File: src/rtl/mem_access_unit.sv
// MEM-stage load/store unit: issues aligned doubleword requests with byte strobes,
// formats load data into md, and stalls the pipeline while an access is outstanding.
module mem_access_unit #(
  parameter int XLEN  = 64,
  parameter int BYTES = XLEN / 8
) (
  input  logic             clk,
  input  logic             rst,
  input  logic [XLEN-1:0]  mr,
  input  logic [XLEN-1:0]  mqb,
  input  logic             mwmem,
  input  logic             mm2reg,
  input  logic [2:0]       mfunct3,
  input  logic             mvalid,
  input  logic             dmem_ack,
  input  logic [XLEN-1:0]  dmem_rdata,
  output logic             dmem_req,
  output logic             dmem_we,
  output logic [XLEN-1:0]  dmem_addr,
  output logic [XLEN-1:0]  dmem_wdata,
  output logic [BYTES-1:0] dmem_wstrb,
  output logic [XLEN-1:0]  md,
  output logic             mem_stall,
  output logic             misalign
);

  typedef enum logic [1:0] {IDLE, BUSY, DONE} state_t;

  state_t            state_q, state_d;
  logic              req_q, req_d;
  logic              we_q, we_d;
  logic [XLEN-1:0]   addr_q, addr_d;
  logic [XLEN-1:0]   wdata_q, wdata_d;
  logic [BYTES-1:0]  wstrb_q, wstrb_d;
  logic [XLEN-1:0]   md_q, md_d;
  logic              misalign_q, misalign_d;
  logic [2:0]        ld_off_q, ld_off_d;
  logic [2:0]        ld_funct3_q, ld_funct3_d;

  logic              access;
  logic              aligned;
  logic [BYTES-1:0]  strb_base;
  logic [XLEN-1:0]   rd_shifted;
  logic [XLEN-1:0]   ld_formatted;

  assign access = mvalid & (mwmem | mm2reg);

  always_comb begin
    aligned   = 1'b1;
    strb_base = 8'h01;
    case (mfunct3[1:0])
      2'b00: begin aligned = 1'b1;             strb_base = 8'h01; end
      2'b01: begin aligned = (mr[0] == 1'b0);   strb_base = 8'h03; end
      2'b10: begin aligned = (mr[1:0] == 2'b00); strb_base = 8'h0F; end
      default: begin aligned = (mr[2:0] == 3'b000); strb_base = 8'hFF; end
    endcase
  end

  // Load size/sign are latched at issue so formatting does not depend on upstream inputs.
  always_comb begin
    rd_shifted   = dmem_rdata >> {ld_off_q, 3'b000};
    ld_formatted = rd_shifted;
    case (ld_funct3_q)
      3'b000:  ld_formatted = {{56{rd_shifted[7]}}, rd_shifted[7:0]};
      3'b001:  ld_formatted = {{48{rd_shifted[15]}}, rd_shifted[15:0]};
      3'b010:  ld_formatted = {{32{rd_shifted[31]}}, rd_shifted[31:0]};
      3'b100:  ld_formatted = {56'd0, rd_shifted[7:0]};
      3'b101:  ld_formatted = {48'd0, rd_shifted[15:0]};
      3'b110:  ld_formatted = {32'd0, rd_shifted[31:0]};
      default: ld_formatted = rd_shifted;
    endcase
  end

  always_comb begin
    state_d     = state_q;
    req_d       = req_q;
    we_d        = we_q;
    addr_d      = addr_q;
    wdata_d     = wdata_q;
    wstrb_d     = wstrb_q;
    md_d        = md_q;
    misalign_d  = 1'b0;
    ld_off_d    = ld_off_q;
    ld_funct3_d = ld_funct3_q;
    mem_stall   = 1'b0;
    case (state_q)
      IDLE: begin
        if (access) begin
          if (aligned) begin
            mem_stall   = 1'b1;
            req_d       = 1'b1;
            we_d        = mwmem;
            addr_d      = {mr[XLEN-1:3], 3'b000};
            wdata_d     = mqb << {mr[2:0], 3'b000};
            wstrb_d     = mwmem ? (strb_base << mr[2:0]) : 8'h00;
            ld_off_d    = mr[2:0];
            ld_funct3_d = mfunct3;
            state_d     = BUSY;
          end else begin
            misalign_d = 1'b1;
          end
        end
      end
      BUSY: begin
        mem_stall = 1'b1;
        if (dmem_ack) begin
          req_d   = 1'b0;
          state_d = DONE;
          if (!we_q) md_d = ld_formatted;
        end
      end
      DONE: state_d = IDLE;
      default: state_d = IDLE;
    endcase
  end

  always_ff @(posedge clk) begin
    if (rst) begin
      state_q     <= IDLE;
      req_q       <= 1'b0;
      we_q        <= 1'b0;
      addr_q      <= '0;
      wdata_q     <= '0;
      wstrb_q     <= '0;
      md_q        <= '0;
      misalign_q  <= 1'b0;
      ld_off_q    <= 3'b000;
      ld_funct3_q <= 3'b000;
    end else begin
      state_q     <= state_d;
      req_q       <= req_d;
      we_q        <= we_d;
      addr_q      <= addr_d;
      wdata_q     <= wdata_d;
      wstrb_q     <= wstrb_d;
      md_q        <= md_d;
      misalign_q  <= misalign_d;
      ld_off_q    <= ld_off_d;
      ld_funct3_q <= ld_funct3_d;
    end
  end

  assign dmem_req   = req_q;
  assign dmem_we    = we_q;
  assign dmem_addr  = addr_q;
  assign dmem_wdata = wdata_q;
  assign dmem_wstrb = wstrb_q;
  assign md         = md_q;
  assign misalign   = misalign_q;

endmodule
File: config.mk
export PLATFORM = sky130hd
export DESIGN_NAME = mem_access_unit
export DESIGN_NICKNAME = d
export VERILOG_FILES = /design/src/rtl/mem_access_unit.sv
export SDC_FILE = /design/constraint.sdc
export NUM_CORES = 1
export LEC_CHECK = 0
export CAP_MARGIN = 15
export CORE_UTILIZATION = 40
export CTS_CLUSTER_SIZE = 25
export DETAILED_ROUTE_END_ITERATION = 6
export PLACE_DENSITY = 0.81
export SYNTH_ARGS = -nofsm -noshare
export SYNTH_HDL_FRONTEND = slang
export SYNTH_SLANG_ARGS = --single-unit
File: constraint.sdc
create_clock -name clk -period 5.7 [get_ports clk]
set_input_delay 1.14 -clock clk [delete_from_list [all_inputs] [get_ports clk]]
set_output_delay 1.14 -clock clk [all_outputs]
set_load 0.01 [all_outputs]
# After elaboration in Yosys (flattened, before gate mapping)
# Cells that the tools add are included.
# classes
eq_ne	11
n_reduce_logical	11
n_bitwise	6
muxes	16
shift	3
# ops
op	n
64-bit one-hot mux with 6 select lines	1
64-bit by 6-bit << shifter with 64-bit output	1
64-bit by 6-bit right shift with 64-bit output	1
8-bit one-hot mux with 3 select lines	1
3-bit == test (second input constant)	3
3-bit AND reduction	3
8-bit two-way mux	1
8-bit by 3-bit << shifter with 8-bit output	1
2-bit zero test	3
3-bit zero test	2
1-bit two-way mux	6
2-bit two-way mux	3
2-bit != test (second input constant)	3
2-bit by 1-bit == test with 1-bit output (second input constant)	2
1-bit NOT	4
1-bit one-hot mux with 2 select lines	2
2-bit one-hot mux with 2 select lines	1
4-bit AND reduction	1
3-bit by 1-bit == test with 1-bit output (second input constant)	1
3-bit by 2-bit == test with 1-bit output (second input constant)	1
1-bit one-hot mux with 3 select lines	1
3-bit OR reduction	1
2-bit == test (second input constant)	1
2-bit nonzero test	1
2 further kinds	2
# word_totals
output_inout_bits	204
word_cells	57
reg_bits	208
in_bits	201

# Logic depth before layout (Yosys ltp)
# Gate-level depths: netlist (run 1).
# depth
ltp_word	5
ltp_mapped	8
mapped_depth_nobuf	4

# Worst setup path after synthesis (run 1)
# OpenSTA, ideal clock, no wires.
# synth_path
kind	input to output
from	in mfunct3[1]
to	out mem_stall
path_buffers	1
slack_ps	2586
arrival_time_ps	1974
path_stages	5
t_required_ps	4560
path_cell_list	clkbuf_1 -> a21o_1 -> a211oi_1 -> nor2_1 -> nor2_1
# synth_between
elab_chain_cells	5
word_cells_on_any_way	7
classes_between	eq/ne: 2; mux: 4; reduce/logical: 1
# synth_lines
element	line_no	rtl
start, declared	13	input logic [2:0] mfunct3,
2-bit == test (tied with other cells)	51	case (mfunct3[1:0])
1-bit one-hot mux with 3 select lines (*)	51	
1-bit two-way mux (*)	89	if (aligned) begin
1-bit two-way mux (*)	88	if (access) begin
1-bit one-hot mux with 2 select lines (*)	86	case (state_q)
end, declared	23	output logic mem_stall,
# Every way passes the cells marked *; elsewhere a longest branch is shown, timed or not.

# Worst setup path in the final report (run 1)
# layout_path
from	in mr[2]
to	out mem_stall
# layout_between
elab_chain_cells	5
# layout_lines
element	line_no	rtl
start, declared	9	input logic [XLEN-1:0] mr,
3-bit zero test	55	default: begin aligned = (mr[2:0] == 3'b000); strb_base = 8'hFF; end
1-bit one-hot mux with 3 select lines	51	
1-bit two-way mux	89	
1-bit two-way mux	88	
1-bit one-hot mux with 2 select lines	86	
# No other way between the ends.

==> reports/summary.md, run 1 <==
The tool flagged a number of max-cap violations equal to 0. The start point of the worst min-delay path was dmem_wdata[21]. 405 I/O pins were placed. The most repeated cell in the gate-level netlist after synthesis is sky130_fd_sc_hd__nand2_1. Ranked by instance count, the synthesized netlist is headed by sky130_fd_sc_hd__nand2_1 (258), sky130_fd_sc_hd__dfxtp_1 (208), sky130_fd_sc_hd__nor2_1 (117), sky130_fd_sc_hd__a21oi_1 (110), sky130_fd_sc_hd__clkbuf_1 (76).

In this run the static leakage power is 5.16 nW. In the synthesized netlist the async set-or-reset flop fraction comes to 0%. The worst-case clock skew was 9.96 ps; the aggregate global routing overflow was 0. TritonCTS built the clock tree. Counting flops with a built-in enable in the synthesized netlist gives 0. Post-CTS timing repair inserted 0 buffers for setup. Ranked by total cell area, the synthesized netlist is headed by sky130_fd_sc_hd__dfxtp_1 (39%), sky130_fd_sc_hd__mux4_2 (10%), sky130_fd_sc_hd__nand2_1 (9.1%), sky130_fd_sc_hd__mux2i_1 (5.7%), sky130_fd_sc_hd__a21oi_1 (5.2%). The first TritonRoute pass finished after 7 iterations. The logs give 0 for the total count of hold-check failures in the final report and 10800 for the via count. Worst hold-check path type: flop to flop. The post-synthesis cell area is 0.0106 sq mm, and the routed wire length is 38.3 mm. The routed design could run at a clock period as short as 4220 ps. Once the floorplan was initialized, standard cells occupied 40.8% of the core. The endpoint identified for the worst register-to-register timing path is md[29]. The worst hold path depth is 2. Summing all non-filler instances in the final layout gives an area of 0.0155 sq mm. On the worst path, the slowest cell contributes a delay of 550 ps.

After clock tree synthesis, the clock-pin slew on the worst setup and hold paths is 60 ps. The maximum number of pins on one net before global-route repair came out at 106. Final routed wire length divided by cell count: 20.2 um. The die covers 0.0272 sq mm. At the end of routability-driven placement, the weighted congestion stood at 0.924.

The total of flip-flops plus latches after synthesis works out to 208. The startpoint identified for the worst register-to-register timing path is ld_off_q[1]. Data arrives at the worst endpoint at 3080 ps. The repair_antennas step left the layout with diodes totalling 0. The kind of launch point of the worst setup path was an input port. The run gives 0 as the final setup violation count. For this block, the initial DRC count from the detailed router was 857. The logs give 56.4 mm for the first-pass GRT wire length and 27.2 mm for the HPWL after detailed placement. The worst-margin pin slew is 1160 ps, and the vias per cell is 5.69. The tools report the worst hold-check slack as 448 ps. Counting cells, the worst reg-to-reg path comes to 6.

The vertical die dimension is 165 um, and the total of hold buffers inserted after clock tree synthesis is 0. The clock latency on the worst-skew pair is 510 ps. Derived from the worst setup path, the maximum achievable clock frequency is 237 MHz. The worst setup slack before clock tree synthesis was 1490 ps. Sequential elements use 39.2% of the synthesized area.

Row generation in the floorplan step produced 59 rows. The post-detailed-route count of antenna-violating nets came out at 0. The tools report the summed negative setup slack over all endpoints as 0 ps. The total area inside the core boundary comes to 0.0261 sq mm.

The number of distinct standard cells referenced by the synthesized netlist was 51. The global-route total usage across every layer came out at 26.6%. The run finished, with violations left. The proportion of layout cells with a drive suffix above 1 was 9.51%.

The number of buffers inserted during clock tree synthesis is 24. Once placement finished, the instance area stood at 0.0147 sq mm. For this design, the sink count on the clock tree is 208. The setup check on the worst reg-to-reg path leaves a slack of 2380 ps.

The worst setup path is of the input port to primary output kind. The logs give 5 for the number of remaining DRC errors and 4560 ps for the data required time at the worst endpoint. The tools report the H-tree depth as 1. The area growth from synthesis to layout came out at 45.5%. Among all stages on the critical path, the largest delay is contributed by sky130_fd_sc_hd__clkdlybuf4s50_1. Across the VDD grid, the largest voltage drop is 0.243 mV. The cell type with the largest total area after synthesis was sky130_fd_sc_hd__dfxtp_1. During synthesis, Yosys emitted a total of 0 warnings. Cells fill 59.3% of the core in the end.

In this run the horizontal extent of the chip is 165 um. The part of the cycle the worst path needs was 74.1%. Setup repair after global routing left no endpoint under its margin.

The final critical-path setup slack was 1480 ps. The worst setup path is captured at a primary output. The area fraction of the dominant cell type after synthesis came out at 39.2%. The power per standard cell area is 251 mW/mm^2, and the worst-case headroom to the max-slew limit is 22.7%. The final net count was 1740. The tools report the number of instances in the synthesized netlist as 1217.

Of all nets on the critical path, the largest fanout is 28. The launch point of the critical path is mr[2]. The logs give 0 for the initial antenna violation count and 9831 for the via count of the first global-routing pass.

After filler insertion, the fill cell instance count of the layout stands at 2229. For the quantity of gates resized following cts, the log shows 0. The final reports fail on DRC.

The most used flip-flop cell after synthesis is sky130_fd_sc_hd__dfxtp_1. Number of max-slew violations in the final report: 0. Traced cell by cell, the critical path runs through clkdlybuf4s50_1 > buf_4 > a21o_1 > a211oi_1 > nor2_1 > nor2_1 > clkdlybuf4s50_1.

The path with the worst hold slack has its endpoint at dmem_wdata[21]. Each instance of the synthesized netlist takes up on average 8.73 sq um. The tools report the clock root buffer as sky130_fd_sc_hd__clkbuf_16. The number of port buffers works out to 401.

Number of buffers on the longest clock path: 3.
-- power by group --
| part | switching [mW] | internal (mW) | total [mW] |
|---|---|---|---|
| clock network | 0.636 | 0.912 | 1.55 |
| logic | 0.376 | 0.392 | 0.767 |
| registers | 0.0411 | 1.52 | 1.56 |
| total | 1.05 | 2.82 | 3.87 |
-- sequential cells by signal (all words and copies together), names as in the netlist --
register	flops
ld_off_q	3
dmem_wdata	64
md	64
dmem_wstrb	8
misalign	1
dmem_addr	61
dmem_req	1
dmem_we	1
state_q	2
ld_funct3_q	3
-- per-stage QoR --
step / total power, mW / std cells
floorplan: 1.97 / 1219
global placement: 2.33 / 1846
detailed placement: 2.35 / 1847
CTS: 3.90 / 1891
global route: 4.02 / 1892
finish: 3.87 / 1892
-- worst max-delay path by stage --
stage           endpoint  depth (start not counted)
6_report       mem_stall                          7
5_1_grt        mem_stall                          7
4_1_cts        mem_stall                          7
3_5_place_dp   mem_stall                          7
3_3_place_gp   mem_stall                          7
2_1_floorplan  mem_stall                          5
-- critical path: cells and delay by family --
kind            cells  cell delay (ps)
buf+inv             3             1230
simple gates        2              180
compound gates      2              530
-- area by class of cell --
| class | count | area (sq um) | area share (%) |
|---|---|---|---|
| timing repair buffer | 417 | 4130 | 26.7 |
| tap | 335 | 419 | 2.71 |
| sequential | 208 | 4170 | 27.0 |
| multi-input combinational | 886 | 5940 | 38.4 |
| clock buffer | 33 | 706 | 4.57 |
| inverter | 2 | 7.51 | 0.0486 |
| clock inverter | 11 | 90.1 | 0.583 |
-- layer usage --
metal | vias up | track usage, % | wire length [um]
li1 | 5041 | - | -
met1 | 5047 | 33.1 | 14900
met2 | 589 | 43.7 | 18100
met3 | 82 | 6.73 | 3860
met4 | 0 | 10.5 | 1500
met5 | - | 0 | 0
-- placed cells by master (no fill, tap or decap), drive strengths merged, types with 3 or more instances in the layout --
master	count
nand2b	9
or3	8
clkinv	9
a22o	8
clkdlybuf4s50	398
and2	8
a311oi	62
o2bb2ai	10
o21ai	4
nand3b	4
nand4	8
a211oi	35
a32oi	15
or2	16
or3b	3
clkbuf	33
a21oi	110
a2bb2oi	6
buf	19
nand3	17
nor3	11
nand2	258
a22oi	9
conb	3
a211o	9
mux2	14
mux2i	60
dfxtp	208
nor2b	15
nor2	117
mux4	49
-- kinds of logic after synthesis --
logic type	synth area share [%]
mux	17.6
simple gates	19.4
flops	39.2
other cells	0.0353
buf+inv	5.25
compound gates	18.5
(Power assumes the default switching activity.)
==> run 2, diff against run 1 <==
Clock period 5.7 ns to 4.18 ns, I/O delays scaled along.
==> reports/summary.md, run 2 (synthesis results as in run 1) <==
The run gives 520 ps (about the same) as the clock latency on the worst-skew pair. The number of buffers on the longest clock path is 3 (unchanged), and the peak clock frequency supported by timing is 280 MHz. The worst-margin pin slew is 1120 ps (-40.3 ps), and the HPWL after detailed placement is 27.8 mm (+2.0%). Vertical die dimension: 165 um (unchanged). For the leakage power summed over all cells, the log shows 5.14 nW (-0.29%). Setup repair after global routing left no endpoint under its margin. The placeable core region came out at 0.0261 sq mm (unchanged). The number of detailed-route iterations in the first pass is 7 (unchanged). Maximum fanout encountered on the critical timing path: 10 (-64%).

The worst setup path is launched from an input port. The flow ran to the end, and the final reports show no timing, DRC or antenna violations. For the routed wire length, the log shows 38.8 mm (+1.2%).

The worst-case headroom to the max-slew limit came out at 25.3% (+2.7 points). Proportion of layout cells with a drive suffix above 1: 9.38% (-0.13 points). The total cell area at the placement stage was 0.0147 sq mm (+0.44%).

The area of the die was 0.0272 sq mm (unchanged); the post-detailed-route count of antenna-violating nets was 0 (unchanged). The count of fill cells added during filler insertion was 2223 (-0.27%); the reg-to-reg setup timing slack was 1400 ps (-980 ps). The aggregate global routing overflow is 0 (unchanged), and the number of violations reported at the end of detailed-routing iteration 0 is 978 (+14%). The power per standard cell area is 332 mW/mm^2 (+32%).

TritonCTS built the clock tree. The number of max-slew violations in the final report came out at 0 (unchanged). For the maximum number of pins on one net before global-route repair, the log shows 86 (-19%).

The commonest non-fill, non-tap cell in the layout was sky130_fd_sc_hd__clkdlybuf4s50_1. The count of cells along the worst register-to-register path came out at 4 (-2). The run gives 0 (unchanged) as the number of buffers added for setup after CTS. The tools report the cell count after placement as 1854 (+0.38%).

The most critical setup path has its startpoint at mfunct3[1]. The run gives 0 (unchanged) as the total of hold buffers inserted after clock tree synthesis. For the number of clock sinks, the log shows 208 (unchanged). The startpoint-to-endpoint class of the critical path is input port to primary output. The tightest min-delay check is of the flop to flop type.

The tools report the last element of the critical path as mem_stall. The run gives 0 (unchanged) as the number of diodes. The tree is rooted in a sky130_fd_sc_hd__clkbuf_16. The worst-case clock skew is 22.3 ps (+12.3 ps), and the worst setup slack before clock tree synthesis is 622 ps (-867 ps). Register clock-pin slew on the reported worst setup and hold paths: 50 ps (about the same). The overall die width was 165 um (unchanged); the data required time at the worst endpoint was 3340 ps (-1220 ps). The tools report the global-route total usage across every layer as 27.2% (+0.66 points). The starting density of the core is 40.8% (unchanged).

Dividing the final minimum period by the clock period gives 85.4%. The H-tree depth came out at 1 (unchanged). Type of element capturing the critical path: a primary output.

The area growth from synthesis to layout is 45.1%. The number of maximum-capacitance violations is 0 (unchanged), and the top-level I/O count is 405 (unchanged). The via count of the first global-routing pass was 10500 (+6.6%); the post-layout instance area was 0.0154 sq mm (-0.23%).

The number of port buffers works out to 401 (unchanged). The final routed wire length divided by cell count is 20.5 um (+1.2%), and the highest ir drop seen on vdd is 0.271 mV (+12%). For the finished layout, the period the worst path requires is 3570 ps. The number of placement rows was 59 (unchanged).

For the number of standard cells in the final layout excluding fillers, the log shows 1892 (unchanged). The number of remaining DRC errors is 0 (-5), and the vias per cell is 5.74 (+1.0%). The final critical-path setup slack was 610 ps (-866 ps); the summed negative setup slack over all endpoints was 0 ps (unchanged).

The run gives 5.12 mW (+32%) as the total power draw. Via count: 10900 (+1.0%). The tools report the number of buffers inserted during clock tree synthesis as 23 (-4.2%).

Leaving out fill and tap cells, the most frequent cells in the layout are sky130_fd_sc_hd__clkdlybuf4s50_1 (398), sky130_fd_sc_hd__nand2_1 (258), sky130_fd_sc_hd__dfxtp_1 (206), sky130_fd_sc_hd__nor2_1 (116), sky130_fd_sc_hd__a21oi_1 (110). In this run the critical register-to-register path is captured at md[38]. The final net count was 1746 (+0.34%); the total count of hold-check failures in the final report was 0 (unchanged). The run gives 2730 ps (-350 ps) as the data arrival at the endpoint of the critical path. The worst register-to-register path begins at ld_off_q[2]. The final RePlAce weighted congestion is 0.941 (+1.9%). The tools report the quantity of gates resized following cts as 0 (unchanged).

The logs give 58.0 mm (+2.9%) for the first-pass GRT wire length and 0 (unchanged) for the initial antenna violation count. The run gives 0 (unchanged) as the final setup violation count.
[run 2: cell types whose count changed in the layout (fill, tap and decap cells not counted), sizes merged]
cell      change
bufinv        -1
buf           +7
clkinv        -7
clkinvlp      -1
inv           +1
clkbuf        +1
[run 2: worst min path at each step]
stage	start	endpoint	cells past startpoint
final	dmem_wstrb[7]	dmem_wstrb[7]	2
after CTS	dmem_wstrb[7]	dmem_wstrb[7]	2
after global routing	dmem_addr[51]	dmem_addr[51]	2
after global placement	dmem_wstrb[3]	dmem_wstrb[3]	2
after floorplan	ld_funct3_q[2]	ld_funct3_q[2]	2
after detailed placement	dmem_wstrb[7]	dmem_wstrb[7]	2
[run 2: through the flow]
step | utilization, % | hold WS [ps]
final | 59.2 | 449
after global routing | 59.2 | 465
after CTS | 59.1 | 451
after detailed placement | 56.5 | 444
after global placement | 56.5 | 438
after floorplan | - | 464
[run 2: power breakdown]
part	internal, mW	total (mW)	leakage (nW)	switching (mW)
logic	0.539	1.05	3.10	0.515
clock network	1.11	1.93	0.345	0.826
registers	2.07	2.13	1.69	0.0583
[run 2: worst max-delay path, stage by stage]
cell,delay [ps]
sky130_fd_sc_hd__clkdlybuf4s50_1,570
sky130_fd_sc_hd__a21o_1,310
sky130_fd_sc_hd__a211oi_1,290
sky130_fd_sc_hd__nor2_1,70
sky130_fd_sc_hd__nor2_1,100
sky130_fd_sc_hd__clkdlybuf4s50_1,550
[run 2: layout make-up]
type | instances | area, sq um | share of cell area (%)
clock buffer | 34 | 677 | 4.39
clock inverter | 3 | 18.8 | 0.122
inverter | 2 | 7.51 | 0.0487
multi-input combinational | 886 | 5940 | 38.5
sequential | 208 | 4170 | 27.0
tap | 335 | 419 | 2.72
timing repair buffer | 424 | 4190 | 27.2
[run 2: metal layers]
| metal | GRT usage [%] | part of all wire [%] |
|---|---|---|
| met2 | 46.2 | 48 |
| met3 | 6.50 | 9.7 |
| met5 | 0 | 0 |
| met1 | 33.0 | 38 |
| met4 | 11.0 | 3.5 |
==> run 3, diff against run 2 <==
Settings changed: CELL_PAD_IN_SITES_DETAIL_PLACEMENT set to 1, CELL_PAD_IN_SITES_GLOBAL_PLACEMENT set to 2, CORE_UTILIZATION 40 to 25, PLACE_DENSITY 0.81 to 0.87.
==> reports/summary.md, run 3 (synthesis results as in run 1) <==
The run finished with clean final reports. Number of placement rows: 75 (+27%). STA classifies the critical path endpoint as a primary output. The endpoint identified for the worst register-to-register timing path is md[13]. The slowest cell on the critical path was sky130_fd_sc_hd__clkdlybuf4s50_1.

Post-layout instance area: 0.0159 sq mm (+3.3%). The number of max-slew violations in the final report came out at 0 (unchanged). The tools report the clock latency on the worst-skew pair as 560 ps (+40 ps). The logs give 1752 (+0.34%) for the final net count and 44.2 mm (+14%) for the routed wire length. First-pass GRT wire length: 67.2 mm (+16%).

The final routed wire length divided by cell count works out to 20.9 um (+2.1%). For the data arrival at the endpoint of the critical path, the log shows 2780 ps (+50 ps). The vertical die dimension is 208 um (+26%), and the via count is 10800 (-0.74%). The worst-margin pin slew came out at 1090 ps (-31.4 ps).

The total count of hold-check failures in the final report was 0 (unchanged). Number of violations reported at the end of detailed-routing iteration 0: 508 (-48%). CTS placed an instance of sky130_fd_sc_hd__clkbuf_16 at the clock tree root. The area of the die was 0.0433 sq mm (+59%). The number of port buffers was 401 (unchanged); the final setup violation count was 0 (unchanged).

The final critical-path setup slack is 561 ps (-49.0 ps), and the number of diodes is 0 (unchanged). The part of the cycle the worst path needs came out at 86.6% (+1.2 points). The worst-case clock skew was 10.8 ps (-11.5 ps). The tools report the aggregate global routing overflow as 0 (unchanged). The run gives 5.58 mW (+9.0%) as the total power draw.

The total of hold buffers inserted after clock tree synthesis is 0 (unchanged), and the HPWL after detailed placement is 32.0 mm (+15%). Setup repair after global routing left no endpoint under its margin. The final RePlAce weighted congestion is 0.835 (-11%), and the worst hold path depth is 2 (unchanged). The critical path is of the input port to primary output type. Highest ir drop seen on vdd: 0.272 mV (+0.39%). Register clock-pin slew on the reported worst setup and hold paths: 60 ps (about the same).

The count of cells along the worst register-to-register path is 5 (+1), and the peak clock frequency supported by timing is 276 MHz (-1.4%). Post-layout minimum cycle time: 3620 ps (+49.0 ps). The number of buffers added for setup after CTS was 0 (unchanged); the maximum number of pins on one net before global-route repair was 86 (unchanged). The tools report the start point of the worst min-delay path as dmem_wstrb[3].

Leaving out fill and tap cells, the most frequent cells in the layout are sky130_fd_sc_hd__clkdlybuf4s50_1 (398), sky130_fd_sc_hd__nand2_1 (258), sky130_fd_sc_hd__dfxtp_1 (206), sky130_fd_sc_hd__nor2_1 (116), sky130_fd_sc_hd__a21oi_1 (110). The logs give 0 (unchanged) for the post-detailed-route count of antenna-violating nets and 25.3% (-15 points) for the starting density of the core. The vias per cell is 5.11 (-11%), and the proportion of layout cells with a drive suffix above 1 is 10.4% (+1.0 points). For the quantity of gates resized following cts, the log shows 0 (unchanged).

For the via count of the first global-routing pass, the log shows 11000 (+5.1%). The number of detailed-route iterations in the first pass is 5 (-2), and the reg-to-reg setup timing slack is 1470 ps (+70 ps). The run gives 3340 ps (about the same) as the data required time at the worst endpoint. The maximum fanout encountered on the critical timing path came out at 10 (unchanged). The top-level I/O count is 405 (unchanged), and the number of remaining DRC errors is 0 (unchanged).

The run gives 27.3% (+1.9 points) as the worst-case headroom to the max-slew limit. The beginning of the worst register-to-register path was ld_off_q[1]. The summed negative setup slack over all endpoints is 0 ps (unchanged), and the highest cell delay on the worst timing path is 570 ps (about the same).

Number of buffers on the longest clock path: 3 (unchanged). The power per standard cell area was 350 mW/mm^2 (+5.6%). The category of cells accounting for the largest share of critical-path delay was buffers and inverters.

TritonCTS built the clock tree. The number of buffer and inverter instances along the worst setup path was 2 (unchanged). The area growth from synthesis to layout was 49.9%. The total cell area at the placement stage came out at 0.0150 sq mm (+2.1%). The tools report the leakage power summed over all cells as 5.26 nW (+2.3%). Walking the worst path, the cells encountered are clkdlybuf4s50_1 > a21o_1 > a211oi_1 > nor2_1 > nor2_1 > clkdlybuf4s50_1. The placeable core region was 0.0419 sq mm (+61%).

Leaving out fill and tap cells, the most frequent cell in the layout is sky130_fd_sc_hd__clkdlybuf4s50_1. The H-tree depth came out at 1 (unchanged). The logs give 547 ps (-74.6 ps) for the worst setup slack before clock tree synthesis and 452 ps (+3.13 ps) for the worst hold-check slack. The logs give 27 (+17%) for the number of buffers inserted during clock tree synthesis and 19.7% (-7.6 points) for the global-route total usage across every layer. For the initial antenna violation count, the log shows 2 (+2). The path with the worst hold slack has its endpoint at dmem_wstrb[3]. STA classifies the critical path startpoint as an input port. The tightest min-delay check is of the flop to flop type. The number of clock sinks is 208 (unchanged), and the overall die width is 208 um (+26%).

The number of maximum-capacitance violations came out at 0 (unchanged).
run 3: cell count changes in the layout (fill, tap and decap cells not counted), sizes merged:
cell	delta
clkbuf	+5
clkinv	+3
bufinv	+1
clkinvlp	+3
buf	+2
run 3: worst reg2reg max path, cell delays in order, from the launching register on:
cell                       delay, ps
sky130_fd_sc_hd__dfxtp_2         550
sky130_fd_sc_hd__buf_4           690
sky130_fd_sc_hd__mux2i_1         310
sky130_fd_sc_hd__mux4_2          530
sky130_fd_sc_hd__or2_2           300
sky130_fd_sc_hd__a211oi_1        240
run 3: how the worst max path moves through the flow:
stage | to | startpoint | cells after the start
floorplan | mem_stall | mfunct3[1] | 5
global route | mem_stall | mfunct3[1] | 6
finish | mem_stall | mfunct3[1] | 6
detailed placement | mem_stall | mfunct3[1] | 6
CTS | mem_stall | mfunct3[1] | 6
global placement | mem_stall | mfunct3[1] | 6
run 3: stage by stage:
stage	std cells	util [%]
after global placement	2061	35.8
after CTS	2110	38.0
after detailed placement	2061	35.8
after floorplan	1219	-
after global routing	2110	38.0
final	2110	38.0
run 3: power by group:
group	total, mW	leakage, nW	switching [mW]	internal [mW]
combinational	1.08	3.12	0.533	0.543
sequential	2.13	1.69	0.0556	2.07
clock	2.38	0.446	0.959	1.42
run 3: layout make-up:
cell class,count,area [sq um]
Multi-Input combinational cell,886,5940
Timing Repair Buffer,426,4230
Clock buffer,39,821
Sequential cell,208,4170
Tap cell,539,674
Fill cell,4811,26000
Inverter,2,7.51
Clock inverter,10,86.3
run 3: routing by layer:
| layer | up-vias | track usage, % | share of wire [%] |
|---|---|---|---|
| li1 | 5065 | - | - |
| met1 | 5323 | 24.5 | 43 |
| met2 | 329 | 33.5 | 48 |
| met3 | 66 | 4.63 | 6.2 |
| met4 | 4 | 5.85 | 2.6 |
| met5 | - | 0 | 0.057 |
